File: src/rtl/decode_queue.sv
// MIPS decode stage: DEPTH-entry {instr,pc} FIFO feeding a registered decoder output slot.
// Valid/ready on both sides; w_flush empties the FIFO and the output slot at once.
module decode_queue #(
    parameter int DEPTH = 4,
    parameter int CNT_W = $clog2(DEPTH + 1)
) (
    input  logic             clock,
    input  logic             reset,
    input  logic             w_in_valid,
    output logic             w_in_ready,
    input  logic [31:0]      w_in_instr_32,
    input  logic [31:0]      w_in_pc_32,
    input  logic             w_flush,
    input  logic             w_out_ready,
    output logic             w_out_valid,
    output logic [31:0]      w_out_instr_32,
    output logic [31:0]      w_out_pc_32,
    output logic             w_alu_op,
    output logic             w_unsigned_op,
    output logic             w_imm_op,
    output logic             w_byte_op,
    output logic             w_shift_op,
    output logic             w_mem_op,
    output logic             w_write_op,
    output logic             w_branch_op,
    output logic             w_jump_op,
    output logic             w_nop,
    output logic [5:0]       w_op_type_6,
    output logic [4:0]       w_rs_addr_5,
    output logic [4:0]       w_rt_addr_5,
    output logic [4:0]       w_rd_addr_5,
    output logic [4:0]       w_sh_amt_5,
    output logic [5:0]       w_func_6,
    output logic [15:0]      w_alu_imm_val_16,
    output logic [25:0]      w_branch_imm_val_26,
    output logic [CNT_W-1:0] w_count
);
    localparam int PTR_W = $clog2(DEPTH);

    logic [63:0]      mem_q [DEPTH];
    logic [PTR_W-1:0] wr_ptr_q, rd_ptr_q;
    logic [CNT_W-1:0] count_q;
    logic             push, pop;
    logic [31:0]      head_instr, head_pc;
    logic [5:0]       opcode, func;
    logic [4:0]       rt, shamt;

    logic d_alu, d_uns, d_imm, d_byte, d_shift, d_mem, d_write, d_branch, d_jump, d_nop;
    logic [5:0] d_op_type;

    assign w_count    = count_q;
    assign w_in_ready = (count_q < CNT_W'(DEPTH));
    assign push       = w_in_valid && w_in_ready && !w_flush;
    assign pop        = (count_q != '0) && (!w_out_valid || w_out_ready) && !w_flush;

    assign {head_instr, head_pc} = mem_q[rd_ptr_q];
    assign opcode = head_instr[31:26];
    assign func   = head_instr[5:0];
    assign rt     = head_instr[20:16];
    assign shamt  = head_instr[10:6];

    always_ff @(posedge clock) begin
        if (push) mem_q[wr_ptr_q] <= {w_in_instr_32, w_in_pc_32};
    end

    always_ff @(posedge clock or posedge reset) begin
        if (reset) begin
            wr_ptr_q <= '0;
            rd_ptr_q <= '0;
            count_q  <= '0;
        end else if (w_flush) begin
            wr_ptr_q <= '0;
            rd_ptr_q <= '0;
            count_q  <= '0;
        end else begin
            if (push) wr_ptr_q <= wr_ptr_q + PTR_W'(1);
            if (pop)  rd_ptr_q <= rd_ptr_q + PTR_W'(1);
            if (push && !pop)      count_q <= count_q + CNT_W'(1);
            else if (pop && !push) count_q <= count_q - CNT_W'(1);
        end
    end

    always_comb begin
        d_alu = 1'b0; d_uns = 1'b0; d_imm = 1'b0; d_byte = 1'b0; d_shift = 1'b0;
        d_mem = 1'b0; d_write = 1'b0; d_branch = 1'b0; d_jump = 1'b0; d_nop = 1'b0;
        d_op_type = opcode;
        case (opcode)
            6'h00: begin
                d_op_type = func;
                case (func)
                    6'h08, 6'h09: d_jump = 1'b1;
                    6'h21, 6'h23, 6'h19, 6'h1B, 6'h2B: begin d_alu = 1'b1; d_uns = 1'b1; end
                    6'h20, 6'h22, 6'h18, 6'h1A, 6'h2A,
                    6'h24, 6'h25, 6'h26, 6'h27: d_alu = 1'b1;
                    6'h02, 6'h03: begin d_alu = 1'b1; d_imm = 1'b1; d_shift = 1'b1; end
                    // SLL with zero shift is the canonical MIPS nop
                    6'h00: begin
                        if (shamt != '0) begin d_alu = 1'b1; d_imm = 1'b1; d_shift = 1'b1; end
                        else d_nop = 1'b1;
                    end
                    6'h04, 6'h06, 6'h07: begin d_alu = 1'b1; d_shift = 1'b1; end
                    default: d_nop = 1'b1;
                endcase
            end
            6'h01: begin
                if (rt == 5'h00 || rt == 5'h01) begin
                    d_branch  = 1'b1;
                    d_op_type = {1'b0, rt};
                end else begin
                    d_nop     = 1'b1;
                    d_op_type = '0;
                end
            end
            6'h09, 6'h0B:        begin d_alu = 1'b1; d_imm = 1'b1; d_uns = 1'b1; end
            6'h0A, 6'h0D, 6'h0E: begin d_alu = 1'b1; d_imm = 1'b1; end
            6'h23: d_mem = 1'b1;
            6'h20: begin d_mem = 1'b1; d_byte = 1'b1; end
            6'h24: begin d_mem = 1'b1; d_byte = 1'b1; d_uns = 1'b1; end
            6'h2B: begin d_mem = 1'b1; d_write = 1'b1; end
            6'h28: begin d_mem = 1'b1; d_byte = 1'b1; d_write = 1'b1; end
            6'h0F: begin d_mem = 1'b1; d_imm = 1'b1; end
            6'h02, 6'h03: begin d_jump = 1'b1; d_imm = 1'b1; end
            6'h04, 6'h05, 6'h06, 6'h07: d_branch = 1'b1;
            default: begin
                d_nop     = 1'b1;
                d_op_type = '0;
            end
        endcase
    end

    always_ff @(posedge clock or posedge reset) begin
        if (reset) begin
            w_out_valid         <= 1'b0;
            w_out_instr_32      <= '0;
            w_out_pc_32         <= '0;
            w_alu_op            <= 1'b0;
            w_unsigned_op       <= 1'b0;
            w_imm_op            <= 1'b0;
            w_byte_op           <= 1'b0;
            w_shift_op          <= 1'b0;
            w_mem_op            <= 1'b0;
            w_write_op          <= 1'b0;
            w_branch_op         <= 1'b0;
            w_jump_op           <= 1'b0;
            w_nop               <= 1'b0;
            w_op_type_6         <= '0;
            w_rs_addr_5         <= '0;
            w_rt_addr_5         <= '0;
            w_rd_addr_5         <= '0;
            w_sh_amt_5          <= '0;
            w_func_6            <= '0;
            w_alu_imm_val_16    <= '0;
            w_branch_imm_val_26 <= '0;
        end else if (w_flush) begin
            w_out_valid <= 1'b0;
        end else if (pop) begin
            w_out_valid         <= 1'b1;
            w_out_instr_32      <= head_instr;
            w_out_pc_32         <= head_pc;
            w_alu_op            <= d_alu;
            w_unsigned_op       <= d_uns;
            w_imm_op            <= d_imm;
            w_byte_op           <= d_byte;
            w_shift_op          <= d_shift;
            w_mem_op            <= d_mem;
            w_write_op          <= d_write;
            w_branch_op         <= d_branch;
            w_jump_op           <= d_jump;
            w_nop               <= d_nop;
            w_op_type_6         <= d_op_type;
            w_rs_addr_5         <= head_instr[25:21];
            w_rt_addr_5         <= head_instr[20:16];
            w_rd_addr_5         <= head_instr[15:11];
            w_sh_amt_5          <= head_instr[10:6];
            w_func_6            <= head_instr[5:0];
            w_alu_imm_val_16    <= head_instr[15:0];
            w_branch_imm_val_26 <= head_instr[25:0];
        end else if (w_out_ready) begin
            w_out_valid <= 1'b0;
        end
    end
endmodule

File: config.mk
export PLATFORM = sky130hd
export DESIGN_NAME = decode_queue
export DESIGN_NICKNAME = d
export VERILOG_FILES = /design/src/rtl/decode_queue.sv
export SDC_FILE = /design/constraint.sdc
export NUM_CORES = 1
export LEC_CHECK = 0
export ABC_AREA = 1
export BUFFER_PORTS_ARGS = -buffer_cell sky130_fd_sc_hd__buf_4
export CORE_MARGIN = 2
export CORE_UTILIZATION = 50
export DETAILED_ROUTE_END_ITERATION = 10
export PLACE_DENSITY_LB_ADDON = 0.08
export SLEW_MARGIN = 25
export SYNTH_ARGS = -nofsm -noshare
export SYNTH_HDL_FRONTEND = slang
export SYNTH_SLANG_ARGS = --single-unit
export TNS_END_PERCENT = 1
File: constraint.sdc
create_clock -name clock -period 4.74 [get_ports clock]
set_clock_uncertainty 0.1 [all_clocks]
set_input_delay 1.185 -clock clock [delete_from_list [all_inputs] [get_ports clock]]
set_output_delay 1.185 -clock clock [all_outputs]
set_load 0.005 [all_outputs]
==> flow_metrics.py <==
metrics = {
    "floorplanning": {
        "start_util_pct": 50.7,
        "die_w_um": 172,
        "pin_count": 222,
        "core_area_um2": 27700,
        "die_height_um": 172,
        "row_count": 61,
        "dieArea_um2": 29500,
    },
    "final_layout": {
        "antenna_cells": 0,
        "drive_above_1_share_pct": 22.5,
        "finish.utilization_pct": 60.8,
        "nets": 1469,
        "syn_to_final_growth_pct": 19.8,
    },
    "global_routing": {
        "antenna_found_initial": 0,
        "use_met1_pct": 29.6,
        "grt_first_pass_wirelength_mm": 47.6,
        "use_met2_pct": 33.6,
        "grt_max_degree": 88,
        "grt.total_usage_pct": 21.0,
        "first_global_vias": 8734,
        "grt_overflow_total": 0,
        "busiest_layer": "met2",
        "grtUsageMet3_pct": 3.06,
    },
    "timing": {
        "period_minus_slack_ns": 3.09,
        "worst_pin_slew_ns": 0.890,
        "fin_ws_ns": 1.65,
        "max-slew-margin-rel_pct": 40.7,
        "maxSlewViolCount": 0,
        "fin_crit_sh_pct": 65.2,
        "rsz0062_at_grt": "false",
        "final_hold_viol_count": 0,
        "finalSetupViolations": 0,
        "fmax_mhz": 324,
    },
    "worst_setup_path": {
        "start_kind": "register",
        "worstSetupEndpoint": "w_op_type_6[0]$_DFFE_PP0P_",
        "cp-end-kind": "register",
        "crit_fanout": 87,
        "reg2reg_to": "w_op_type_6[0]$_DFFE_PP0P_",
        "cp_data_arrival_time_ns": 3.39,
        "r2r_cells": 11,
        "required_ns": 5.04,
        "worstSetupStartpoint": "rd_ptr_q[0]$_DFFE_PP0P_",
        "reg2reg_from": "rd_ptr_q[0]$_DFFE_PP0P_",
        "ff2ff_setup_slack_ns": 1.65,
        "worstSetupPathType": "register to register",
    },
    "detailed_routing": {
        "wl_per_cell_um": 17.2,
        "postRouteAntennaNets": 0,
        "first_iter_violations": 870,
        "drc": 0,
        "dr.pass1.iters": 5,
        "viasPerCell": 5.19,
        "wirelength_mm": 31.0,
        "num_vias": 9339,
    },
    "synth": {
        "syn-num-nets": 1324,
        "ys_seq_area_share_pct": 70.3,
        "synth-main-ff-cell": "edfxtp_1",
        "synth-edff-count": 256,
        "ys_ff_latch": 344,
        "ys_warn_count": 0,
        "syn_area_per_cell_um2": 11.2,
        "ys_async_sr_fraction_pct": 25.6,
        "yosysMostFrequentCell": "nand2_1",
        "syn-cell-area_um2": 14100,
        "synthCells": 1250,
        "netlist.area_leader.share_pct": 54.7,
        "synth.largest_area_cell": "edfxtp_1",
        "synth_cell_type_count": 32,
        "synth.area.top_cells": "edfxtp_1, dfrtp_1, nand2_1, o21ai_0, buf_4",
        "ys_top_cells_by_count": "nand2_1, edfxtp_1, o21ai_0",
    },
    "cts": {
        "clk_path_buf_depth": 3,
        "cts_tree": "built",
        "holdBufCountCts": 0,
        "postCtsSetupBuffers": 0,
        "cts_buffers": 36,
        "cts_resized": 0,
        "root_buffer": "clkbuf_16",
        "htree_num_levels": 2,
        "clk_latency_ns": 0.51,
        "cts.sinks": 344,
        "path_clk_slew_ns": 0.06,
    },
    "worst_hold_path": {
        "hold_path_class": "register to register",
    },
    "job": {
        "maxCapViolations": 0,
    },
    "pwr": {
        "peakVddDrop_mv": 0.490,
        "power.total_mw": 10.4,
        "power_density_nw_per_um2": 616,
        "leakagePower_nw": 7.03,
    },
    "placement": {
        "dp_slack_ns": 1.23,
        "gp_congestion": 0.847,
        "io_buffers": 221,
        "dp_hpwl_mm": 18.8,
    },
    "outcome": {
        "status": "complete, no violations",
    },
}
==> kinds of logic (layout without fill, tap and decap cells) <==
logic type / Yosys count / in the layout / share of synthesized area (%)
and+or+nand+nor: 555 / 555 / 15.6
DFF: 344 / 344 / 70.3
AOI/OAI and AO/OA: 180 / 180 / 6.99
buffers and inverters: 166 / 339 / 6.60
adders and majority gates: 5 / 5 / 0.498
==> registers in the layout (all words and copies together) (netlist names) <==
register and flops:
w_out_valid 1, w_mem_op 1, w_byte_op 1, w_write_op 1, w_op_type_6 6, w_alu_op 1, w_branch_op 1, w_unsigned_op 1
w_shift_op 1, w_imm_op 1, w_out_pc_32 32, mem_q 256, rd_ptr_q 2, w_out_instr_32 32, w_nop 1, wr_ptr_q 2
w_count 3, w_jump_op 1
==> stage by stage <==
| stage | instance area (µm²) | setup TNS [ns] | hold slack (ns) | cells |
|---|---|---|---|---|
| 6_report | 16800 | 0 | 0.369 | 1801 |
| 5_1_grt | 16800 | 0 | 0.395 | 1801 |
| 4_1_cts | 16800 | 0 | 0.373 | 1801 |
| 3_5_place_dp | 15600 | 0 | 0.359 | 1735 |
| 3_3_place_gp | 15600 | 0 | 0.358 | 1735 |
| 2_1_floorplan | 14100 | -50.53 | 0.365 | 1250 |
==> critical path, stage by stage (launching register included) <==
cell     delay [ns]
dfrtp_4        0.70
inv_4          0.72
buf_4          0.56
nand2_1        0.11
nand3_1        0.09
nand2_1        0.11
nand4_1        0.15
nor2_1         0.10
a21oi_1        0.13
nand2_1        0.06
nand2_1        0.05
nand2_1        0.06
==> final cells by class <==
cell class                 instances  area [µm²]
tap                              378         473
multi-input combinational        740        3280
inverter                          38         149
sequential                       344        9890
clock buffer                      55        1090
clock inverter                    11         169
timing repair buffer             235        1790
fill                            2285       10900
==> worst min path at each step <==
stage / from / endpoint / slack [ns] / depth (start not counted)
CTS: w_out_pc_32[4]$_DFFE_PP0P_ / w_out_pc_32[4]$_DFFE_PP0P_ / 0.37 / 2
finish: w_out_pc_32[4]$_DFFE_PP0P_ / w_out_pc_32[4]$_DFFE_PP0P_ / 0.37 / 2
global route: w_out_pc_32[20]$_DFFE_PP0P_ / w_out_pc_32[20]$_DFFE_PP0P_ / 0.40 / 2
global placement: w_out_pc_32[11]$_DFFE_PP0P_ / w_out_pc_32[11]$_DFFE_PP0P_ / 0.36 / 2
detailed placement: w_out_pc_32[4]$_DFFE_PP0P_ / w_out_pc_32[4]$_DFFE_PP0P_ / 0.36 / 2
floorplan: w_out_pc_32[0]$_DFFE_PP0P_ / w_out_pc_32[0]$_DFFE_PP0P_ / 0.37 / 2
==> where the power goes <==
part / internal (mW) / total, mW / switching [mW] / leakage (nW)
clock network: 1.81 / 2.92 / 1.11 / 0.620
logic: 1.38 / 3.40 / 2.02 / 2.99
registers: 3.70 / 4.06 / 0.358 / 3.42
total: 6.89 / 10.4 / 3.49 / 7.03
==> routing by layer <==
layer	up-vias	routed length, µm
li1	4489	-
met1	4485	13800
met2	314	14600
met3	51	1830
met4	0	811
met5	-	0
==> layout by cell type (no fill, tap or decap), types with 2 or more instances in the layout <==
cell type	instances
nor2_4	6
o21ai_0	119
nor3_1	2
inv_2	6
nand2_1	376
nor2_2	2
inv_1	29
a21oi_1	5
clkbuf_4	2
o22ai_1	45
ha_1	4
inv_4	2
inv_6	2
nor2_1	107
clkbuf_1	7
buf_4	233
clkinv_2	4
clkbuf_8	9
o21ai_1	4
edfxtp_1	256
dfrtp_1	86
clkbuf_16	37
nand2_2	4
buf_12	2
bufinv_16	4
nand3_1	55
No activity file was read; power rests on OpenSTA's default activity.
